<file path="src/rtl/pingpong_mc_pkg.sv">
// Shared state encodings and width helpers for the multi-channel ping-pong buffer.
// Pure declarations: no logic, no latency, no flow control.
package pingpong_mc_pkg;

  typedef enum logic [1:0] {
    WR_FILL   = 2'd0,
    WR_FULL   = 2'd1,
    WR_RESYNC = 2'd2
  } wr_state_e;

  typedef enum logic [1:0] {
    RD_IDLE  = 2'd0,
    RD_FETCH = 2'd1,
    RD_HOLD  = 2'd2
  } rd_state_e;

  // A counter or index over n values needs at least one bit, even for n==1.
  function automatic int clog2_min1(input int n);
    return (n <= 2) ? 1 : $clog2(n);
  endfunction

  function automatic int addr_width(input int depth, input int num_ch);
    return clog2_min1(depth * num_ch);
  endfunction

endpackage

</file>
<file path="src/rtl/pp_bank_ram.sv">
// One sample bank: single-port RAM with registered read (1-cycle latency) and write priority.
// No backpressure; the read register holds its value until the next read is issued.
module pp_bank_ram
  import pingpong_mc_pkg::*;
#(
  parameter int WIDTH = 16,
  parameter int WORDS = 20,
  localparam int AW = clog2_min1(WORDS)
) (
  input  logic             clk,
  input  logic             rst,
  input  logic             we,
  input  logic             re,
  input  logic [AW-1:0]    addr,
  input  logic [WIDTH-1:0] wdata,
  output logic [WIDTH-1:0] rdata
);

  logic [WIDTH-1:0] mem [WORDS];

  // Storage is never reset; only the read register is, so read-out is 0 after reset.
  always_ff @(posedge clk) begin
    if (we) begin
      mem[addr] <= wdata;
    end
  end

  always_ff @(posedge clk or posedge rst) begin
    if (rst) begin
      rdata <= '0;
    end else if (re && !we) begin
      rdata <= mem[addr];
    end
  end

endmodule

</file>
<file path="src/rtl/pingpong_mc_buffer.sv">
// Two-bank ping-pong buffer for channel-interleaved ADC samples; read-out is one word per 2 cycles
// over valid/ready, and input samples are dropped (frame-aligned) while both banks are full. Stats: PINGPONG_MC_STATS_EN.
module pingpong_mc_buffer
  import pingpong_mc_pkg::*;
#(
  parameter int WIDTH  = 16,
  parameter int DEPTH  = 10,
  parameter int NUM_CH = 2,
  localparam int N  = DEPTH * NUM_CH,
  localparam int AW = addr_width(DEPTH, NUM_CH),
  localparam int CW = clog2_min1(NUM_CH)
) (
  input  logic             clk_i,
  input  logic             rst_i,
  input  logic [WIDTH-1:0] sample_i,
  input  logic             sample_valid_i,
  output logic [WIDTH-1:0] rd_data_o,
  output logic [CW-1:0]    rd_ch_o,
  output logic             rd_valid_o,
  input  logic             rd_ready_i,
  output logic             rd_last_o,
  output logic             buffer_ready_o,
  output logic             overflow_o,
  output logic             overflow_sticky_o,
  input  logic             clear_i
`ifdef PINGPONG_MC_STATS_EN
  ,
  output logic [15:0]      drop_count_o,
  output logic [15:0]      frame_count_o
`endif
);

  localparam logic [AW-1:0] LAST_ADDR = AW'(N - 1);
  localparam logic [CW-1:0] LAST_CH   = CW'(NUM_CH - 1);

  wr_state_e        wr_state;
  rd_state_e        rd_state;
  logic             wr_bank;
  logic [AW-1:0]    wr_addr;
  logic [AW-1:0]    rd_addr;
  logic [CW-1:0]    in_ch;
  logic [CW-1:0]    in_ch_nxt;
  logic [CW-1:0]    rd_ch;

  logic             wr_en;
  logic             bank_full;
  logic             rd_done;
  logic             rd_free;
  logic             swap;
  logic             drop;
  logic             rd_issue;
  logic [WIDTH-1:0] bank_q [2];

  // in_ch counts every valid sample, dropped or not, so channel alignment survives overflow.
  assign in_ch_nxt = !sample_valid_i     ? in_ch :
                     (in_ch == LAST_CH)  ? '0    : in_ch + 1'b1;

  assign wr_en     = (wr_state == WR_FILL) && sample_valid_i;
  assign bank_full = wr_en && (wr_addr == LAST_ADDR);
  assign drop      = sample_valid_i && (wr_state != WR_FILL);

  // The reader counts as free on the cycle of its final handshake, so a fill that
  // completes in that same cycle swaps immediately instead of stalling a cycle.
  assign rd_done  = (rd_state == RD_HOLD) && rd_ready_i && (rd_addr == LAST_ADDR);
  assign rd_free  = (rd_state == RD_IDLE) || rd_done;
  assign swap     = (bank_full || (wr_state == WR_FULL)) && rd_free;
  assign rd_issue = (rd_state == RD_FETCH);

  always_ff @(posedge clk_i or posedge rst_i) begin
    if (rst_i) begin
      wr_state          <= WR_FILL;
      wr_bank           <= 1'b0;
      wr_addr           <= '0;
      in_ch             <= '0;
      buffer_ready_o    <= 1'b0;
      overflow_o        <= 1'b0;
      overflow_sticky_o <= 1'b0;
    end else begin
      in_ch          <= in_ch_nxt;
      buffer_ready_o <= swap;
      overflow_o     <= drop;
      if (drop) begin
        overflow_sticky_o <= 1'b1;
      end else if (clear_i) begin
        overflow_sticky_o <= 1'b0;
      end
      if (swap) begin
        wr_bank <= ~wr_bank;
      end
      case (wr_state)
        WR_FILL: begin
          if (wr_en) begin
            wr_addr <= bank_full ? '0 : wr_addr + 1'b1;
            if (bank_full && !rd_free) begin
              wr_state <= WR_FULL;
            end
          end
        end
        WR_FULL: begin
          // Resume only on a frame boundary, judged by the channel of the next sample.
          if (rd_free) begin
            wr_state <= (in_ch_nxt == '0) ? WR_FILL : WR_RESYNC;
          end
        end
        WR_RESYNC: begin
          if (in_ch_nxt == '0) begin
            wr_state <= WR_FILL;
          end
        end
        default: wr_state <= WR_FILL;
      endcase
    end
  end

  always_ff @(posedge clk_i or posedge rst_i) begin
    if (rst_i) begin
      rd_state   <= RD_IDLE;
      rd_addr    <= '0;
      rd_ch      <= '0;
      rd_valid_o <= 1'b0;
      rd_last_o  <= 1'b0;
    end else if (swap) begin
      rd_state   <= RD_FETCH;
      rd_addr    <= '0;
      rd_ch      <= '0;
      rd_valid_o <= 1'b0;
      rd_last_o  <= 1'b0;
    end else begin
      case (rd_state)
        RD_FETCH: begin
          rd_state   <= RD_HOLD;
          rd_valid_o <= 1'b1;
          rd_last_o  <= (rd_addr == LAST_ADDR);
        end
        RD_HOLD: begin
          if (rd_ready_i) begin
            rd_valid_o <= 1'b0;
            rd_last_o  <= 1'b0;
            if (rd_addr == LAST_ADDR) begin
              rd_state <= RD_IDLE;
            end else begin
              rd_state <= RD_FETCH;
              rd_addr  <= rd_addr + 1'b1;
              rd_ch    <= (rd_ch == LAST_CH) ? '0 : rd_ch + 1'b1;
            end
          end
        end
        default: rd_state <= RD_IDLE;
      endcase
    end
  end

  assign rd_ch_o = rd_ch;

  for (genvar b = 0; b < 2; b++) begin : g_bank
    logic is_wr_bank;
    assign is_wr_bank = (wr_bank == 1'(b));

    pp_bank_ram #(
      .WIDTH (WIDTH),
      .WORDS (N)
    ) u_ram (
      .clk   (clk_i),
      .rst   (rst_i),
      .we    (wr_en && is_wr_bank),
      .re    (rd_issue && !is_wr_bank),
      .addr  (is_wr_bank ? wr_addr : rd_addr),
      .wdata (sample_i),
      .rdata (bank_q[b])
    );
  end

  // The read side always owns the bank that is not being filled.
  assign rd_data_o = wr_bank ? bank_q[0] : bank_q[1];

`ifdef PINGPONG_MC_STATS_EN
  always_ff @(posedge clk_i or posedge rst_i) begin
    if (rst_i) begin
      drop_count_o  <= '0;
      frame_count_o <= '0;
    end else begin
      if (clear_i) begin
        drop_count_o <= {15'd0, drop};
      end else if (drop && (drop_count_o != 16'hFFFF)) begin
        drop_count_o <= drop_count_o + 16'd1;
      end
      if (swap) begin
        frame_count_o <= frame_count_o + 16'd1;
      end
    end
  end
`endif

endmodule

</file>
<file path="config.mk">
export PLATFORM = sky130hd
export DESIGN_NAME = pingpong_mc_buffer
export DESIGN_NICKNAME = d
export VERILOG_FILES = /design/src/rtl/pingpong_mc_pkg.sv /design/src/rtl/pp_bank_ram.sv /design/src/rtl/pingpong_mc_buffer.sv
export SDC_FILE = /design/constraint.sdc
export NUM_CORES = 1
export LEC_CHECK = 0
export CAP_MARGIN = 10
export CORE_ASPECT_RATIO = 1.2
export CORE_MARGIN = 2
export CORE_UTILIZATION = 40
export CTS_CLUSTER_DIAMETER = 150
export CTS_CLUSTER_SIZE = 28
export DETAILED_ROUTE_END_ITERATION = 6
export PLACE_DENSITY = 0.65
export SYNTH_ARGS = -nofsm -noshare
export SYNTH_HDL_FRONTEND = slang
export SYNTH_HIERARCHICAL = 1
export SYNTH_SLANG_ARGS = --single-unit
</file>
<file path="constraint.sdc">
create_clock -name clk_i -period 3.3 [get_ports clk_i]
set_input_delay 0.66 -clock clk_i [delete_from_list [all_inputs] [get_ports clk_i]]
set_output_delay 0.66 -clock clk_i [all_outputs]
set_load 0.02 [all_outputs]
</file>
==> report_table.html <==
<table>
<tr><th>Metric</th><th>Value</th></tr>
<tr><th colspan="2">Logic synthesis</th></tr>
<tr><td>Library cell with the largest summed area after synthesis</td><td>sky130_fd_sc_hd__edfxtp_1</td></tr>
<tr><td>Predominant post-synthesis flop cell</td><td>sky130_fd_sc_hd__edfxtp_1</td></tr>
<tr><td>Flops &amp; latches, synth</td><td>694</td></tr>
<tr><td>Top-area cell type share of the netlist area</td><td>a little under three quarters</td></tr>
<tr><td>Number of flops mapped to enable cells by yosys</td><td>640</td></tr>
<tr><td>Net count after synthesis</td><td>1504</td></tr>
<tr><td>Ys Warns</td><td>6</td></tr>
<tr><td>Biggest area contributors in the synthesized netlist</td><td>sky130_fd_sc_hd__edfxtp_1 (71%), sky130_fd_sc_hd__mux2i_1 (8.2%), sky130_fd_sc_hd__dfrtp_1 (5.0%), sky130_fd_sc_hd__mux4_2 (4.2%), sky130_fd_sc_hd__o22ai_1 (2.2%)</td></tr>
<tr><td>Share of the yosys chip area belonging to registers</td><td>around 76%</td></tr>
<tr><td>Most instantiated cells after synthesis</td><td>sky130_fd_sc_hd__edfxtp_1 (640), sky130_fd_sc_hd__mux2i_1 (222), sky130_fd_sc_hd__nor2_1 (100)</td></tr>
<tr><td>Number of distinct standard cells referenced by the synthesized netlist</td><td>52</td></tr>
<tr><td>Most frequent cell after synthesis</td><td>sky130_fd_sc_hd__edfxtp_1</td></tr>
<tr><td>Post-synthesis instance area</td><td>27100 um2</td></tr>
<tr><td>Post-synthesis average cell area</td><td>18.3 um2</td></tr>
<tr><td>Syn Inst Count</td><td>1481</td></tr>
<tr><td>Synth async-reset ratio</td><td>7.78%</td></tr>
<tr><th colspan="2">Worst hold path</th></tr>
<tr><td>Beginning of the worst hold path</td><td>in_ch</td></tr>
<tr><td>Depth of the worst hold-timing path</td><td>1</td></tr>
<tr><td>Worst-case hold path end point</td><td>in_ch</td></tr>
<tr><td>Class of the tightest hold or removal check</td><td>register to register</td></tr>
<tr><th colspan="2">Critical path</th></tr>
<tr><td>Critical Setup Path Class</td><td>register to output port</td></tr>
<tr><td>Slowest CP cell</td><td>sky130_fd_sc_hd__clkdlybuf4s50_1</td></tr>
<tr><td>Signal arrival time at the worst endpoint</td><td>2550 ps</td></tr>
<tr><td>Required time of the worst setup path</td><td>2640 ps</td></tr>
<tr><td>Crit path from</td><td>g_bank[1].is_wr_bank</td></tr>
<tr><td>Crit path buffers/inverters</td><td>3</td></tr>
<tr><td>Startpoint of the most critical register-to-register path</td><td>g_bank[1].is_wr_bank</td></tr>
<tr><td>Setup crit start kind</td><td>register</td></tr>
<tr><td>Crit-path leading delay family</td><td>buffers and inverters</td></tr>
<tr><td>Max incr delay on CP</td><td>roughly 560 ps</td></tr>
<tr><td>Worst Setup End Kind</td><td>output port</td></tr>
<tr><td>Reg-to-reg slack, setup</td><td>410 ps</td></tr>
<tr><td>Cell-by-cell trace of the critical path</td><td>buf_4 -&gt; buf_4 -&gt; mux2_2 -&gt; clkdlybuf4s50_1</td></tr>
<tr><td>Reg2reg end</td><td>g_bank[0].u_ram/rdata[15]</td></tr>
<tr><td>Highest net fanout along the worst path</td><td>18</td></tr>
<tr><td>R2r worst-path depth</td><td>6</td></tr>
<tr><td>Most prevalent standard cell on the critical path</td><td>sky130_fd_sc_hd__buf_4</td></tr>
<tr><th colspan="2">GRT</th></tr>
<tr><td>Maximum number of pins on one net before global-route repair</td><td>41</td></tr>
<tr><td>Number of global-route vias before repair</td><td>14000</td></tr>
<tr><td>Antenna violations before repair</td><td>1</td></tr>
<tr><td>Remaining global-route overflow</td><td>0</td></tr>
<tr><td>Tot GR Track Use</td><td>between 10% and 20%</td></tr>
<tr><td>Wire length of the first global-routing pass</td><td>94400 um</td></tr>
<tr><th colspan="2">Detailed routing</th></tr>
<tr><td>Total vias in the final route</td><td>13900</td></tr>
<tr><td>Total wirelength of the detailed-routed design</td><td>~65000 um</td></tr>
<tr><td>Iteration count of the initial detailed-routing pass</td><td>5</td></tr>
<tr><td>Number of remaining DRC errors</td><td>0</td></tr>
<tr><td>Wirelength per Cell</td><td>~26 um</td></tr>
<tr><td>Remaining antenna violation count</td><td>0</td></tr>
<tr><td>Vias/cell</td><td>5.59</td></tr>
<tr><td>Initial drt markers</td><td>1559</td></tr>
<tr><th colspan="2">CTS</th></tr>
<tr><td>Clock tree root buffer cell</td><td>sky130_fd_sc_hd__clkbuf_16</td></tr>
<tr><td>Clock tree from TritonCTS</td><td>built</td></tr>
<tr><td>Number of CTS-inserted buffers</td><td>28</td></tr>
<tr><td>Postcts setup bufs</td><td>0</td></tr>
<tr><td>CTS clk-pin slew, worst paths</td><td>110 ps</td></tr>
<tr><td>Number of clock sinks seen by CTS</td><td>between 600 and 700</td></tr>
<tr><td># hold bufs at CTS</td><td>0</td></tr>
<tr><td>H-tree levels</td><td>1</td></tr>
<tr><td>Worst-Skew Late Latency</td><td>650 ps</td></tr>
<tr><td>Number of cells upsized or downsized after cts</td><td>0</td></tr>
<tr><td>Clock tree buffer depth</td><td>3</td></tr>
<tr><th colspan="2">Floorplanning</th></tr>
<tr><td>Core area</td><td>approximately 67000 um2</td></tr>
<tr><td>Horizontal extent of the die</td><td>242 um</td></tr>
<tr><td>Die Footprint</td><td>69900 um2</td></tr>
<tr><td>Boundary pin count</td><td>43</td></tr>
<tr><td>Initial Util</td><td>between 40 and 50%</td></tr>
<tr><td>Height of the die</td><td>289 um</td></tr>
<tr><td>Count of standard-cell rows</td><td>104</td></tr>
<tr><th colspan="2">Power</th></tr>
<tr><td>Net switching fraction of the power</td><td>between 30% and 40%</td></tr>
<tr><td>Power dissipated by switching net loads</td><td>a little over 8000 uW</td></tr>
<tr><td>Portion of total power attributed to sequential cells</td><td>between 40% and 50%</td></tr>
<tr><td>Proportion of power drawn by combinational gates</td><td>36.9%</td></tr>
<tr><td>PD cells</td><td>793 nW/um2</td></tr>
<tr><td>Clock power share</td><td>17.7%</td></tr>
<tr><td>Internal power consumption</td><td>15500 uW</td></tr>
<tr><td>Leakage dissipation</td><td>0.00974 uW</td></tr>
<tr><td>Worst IR Drop VDD</td><td>0.413 mV</td></tr>
<tr><th colspan="2">Timing</th></tr>
<tr><td>Clock period minus worst slack</td><td>3210 ps</td></tr>
<tr><td>Worst max-slew margin expressed relative to the limit</td><td>22.8%</td></tr>
<tr><td>Count of final hold-check violations</td><td>0</td></tr>
<tr><td>Max Clock Freq</td><td>just over 300 MHz</td></tr>
<tr><td>Final Slew Violations</td><td>0</td></tr>
<tr><td>Slew of the pin with the lowest slew margin</td><td>between 1000 and 1500 ps</td></tr>
<tr><td>Sum of negative setup slack</td><td>0 ps</td></tr>
<tr><td>Clock tree skew after final layout</td><td>41.4 ps</td></tr>
<tr><td>Finish-stage setup viols</td><td>0</td></tr>
<tr><td>Post-route fraction of the period consumed by the critical path</td><td>between 90% and 100%</td></tr>
<tr><td>RSZ-0062 raised after global routing</td><td>no</td></tr>
<tr><th colspan="2">Place</th></tr>
<tr><td>DP Area</td><td>29000 um2</td></tr>
<tr><td>Gp weighted congestion</td><td>0.905</td></tr>
<tr><td>Number of input and output port buffers inserted</td><td>42</td></tr>
<tr><td>HPWL after detailed placement</td><td>41600 um</td></tr>
<tr><th colspan="2">Job</th></tr>
<tr><td>Max_cap viols</td><td>0</td></tr>
<tr><th colspan="2">Run status</th></tr>
<tr><td>Run status</td><td>finished, final reports clean</td></tr>
<tr><th colspan="2">Cells and area</th></tr>
<tr><td>Layout cell share with drive strength beyond 1</td><td>13.9%</td></tr>
<tr><td>Area overhead of the layout relative to synthesis</td><td>9.97%</td></tr>
<tr><td>Core Util, Final</td><td>44.5%</td></tr>
<tr><td>Number of nets in the layout</td><td>1585</td></tr>
<tr><td>Final Cell Area</td><td>29800 um2</td></tr>
</table>
==> worst max-delay path by stage <==
stage | to | slack, ps | cells past startpoint
global route | rd_data_o[0] | 30 | 4
floorplan | g_bank[0].u_ram/mem[0][0] | 320 | 7
finish | rd_data_o[7] | 90 | 4
global placement | g_bank[1].u_ram/mem[4][15] | 300 | 6
CTS | rd_data_o[9] | 80 | 4
detailed placement | g_bank[1].u_ram/mem[4][13] | 260 | 6
==> cell usage in the layout, fill, tap and decap left out, types with 6 or more instances in the layout <==
cell	instances
sky130_fd_sc_hd__mux2i_1	222
sky130_fd_sc_hd__clkdlybuf4s50_1	36
sky130_fd_sc_hd__nand2b_1	6
sky130_fd_sc_hd__clkbuf_16	28
sky130_fd_sc_hd__buf_4	80
sky130_fd_sc_hd__dfrtp_1	54
sky130_fd_sc_hd__nor2_1	100
sky130_fd_sc_hd__a22oi_1	24
sky130_fd_sc_hd__mux2_2	24
sky130_fd_sc_hd__buf_2	6
sky130_fd_sc_hd__o21bai_1	6
sky130_fd_sc_hd__buf_12	10
sky130_fd_sc_hd__mux4_2	50
sky130_fd_sc_hd__o22ai_1	96
sky130_fd_sc_hd__a21oi_1	31
sky130_fd_sc_hd__nand3b_1	8
sky130_fd_sc_hd__nand2_1	11
sky130_fd_sc_hd__nand4bb_1	6
sky130_fd_sc_hd__o21ai_0	17
sky130_fd_sc_hd__clkbuf_1	22
sky130_fd_sc_hd__edfxtp_1	640
sky130_fd_sc_hd__inv_1	6
sky130_fd_sc_hd__nor4_1	30
==> cells by family after synthesis <==
logic type      Yosys count  synth area share, %
mux                     298                 13.4
fa+ha+maj                 2               0.0923
xor+xnor                  8                0.258
buf+inv                  87                 1.77
compound gates          187                 4.34
flops                   694                 75.9
simple gates            205                 4.22
==> state kept, by name, summed over array words and instances (netlist names) <==
name	count
buffer_ready_o	1
g_bank.is_wr_bank	1
g_bank.u_ram/mem	640
g_bank.u_ram/rdata	32
in_ch	1
overflow_o	1
overflow_sticky_o	1
rd_addr	5
rd_ch_o	1
rd_last_o	1
rd_state	2
rd_valid_o	1
wr_addr	5
wr_state	2
==> metal layers <==
metal	wire (um)	global-route usage, %
met3	3710	1.98
met2	33300	32.6
met4	2260	6.29
met5	0	0
met1	25400	23.4
==> area by class of cell <==
class	instances	area (um2)
Clock inverter	2	25.0
Inverter	6	22.5
Fill cell	5709	37200
Sequential cell	694	20600
Timing Repair Buffer	132	1190
Antenna cell	1	2.50
Clock buffer	50	783
Tap cell	901	1130
Multi-Input combinational cell	700	6090
==> worst reg2reg max path: cells and delay by family (launching register included) <==
kind                   cells  cell delay (ps)
AO/OA/AOI/OAI              2              400
buffers and inverters      1              190
flip-flops                 1              400
multiplexers               1              510
AND/OR/NAND/NOR            2             1270
==> power by group through the flow <==
stage	Combinational [uW]	Clock, uW	Sequential, uW
after floorplan	5940	0	10800
after global placement	8620	0	10900
after detailed placement	8740	0	10900
after CTS	8760	4250	10700
after global routing	9210	4560	10800
final	8720	4180	10800
==> through the flow <==
stage | worst slack [ps] | hold slack [ps] | total power, uW | instances
finish | 94.3 | 472 | 23700 | 2486
CTS | 81.5 | 475 | 23800 | 2485
floorplan | 323 | 428 | 16700 | 1481
global placement | 301 | 447 | 19500 | 2433
global route | 34.3 | 507 | 24600 | 2485
detailed placement | 263 | 453 | 19700 | 2433
Power figures use the tool's default switching activity.
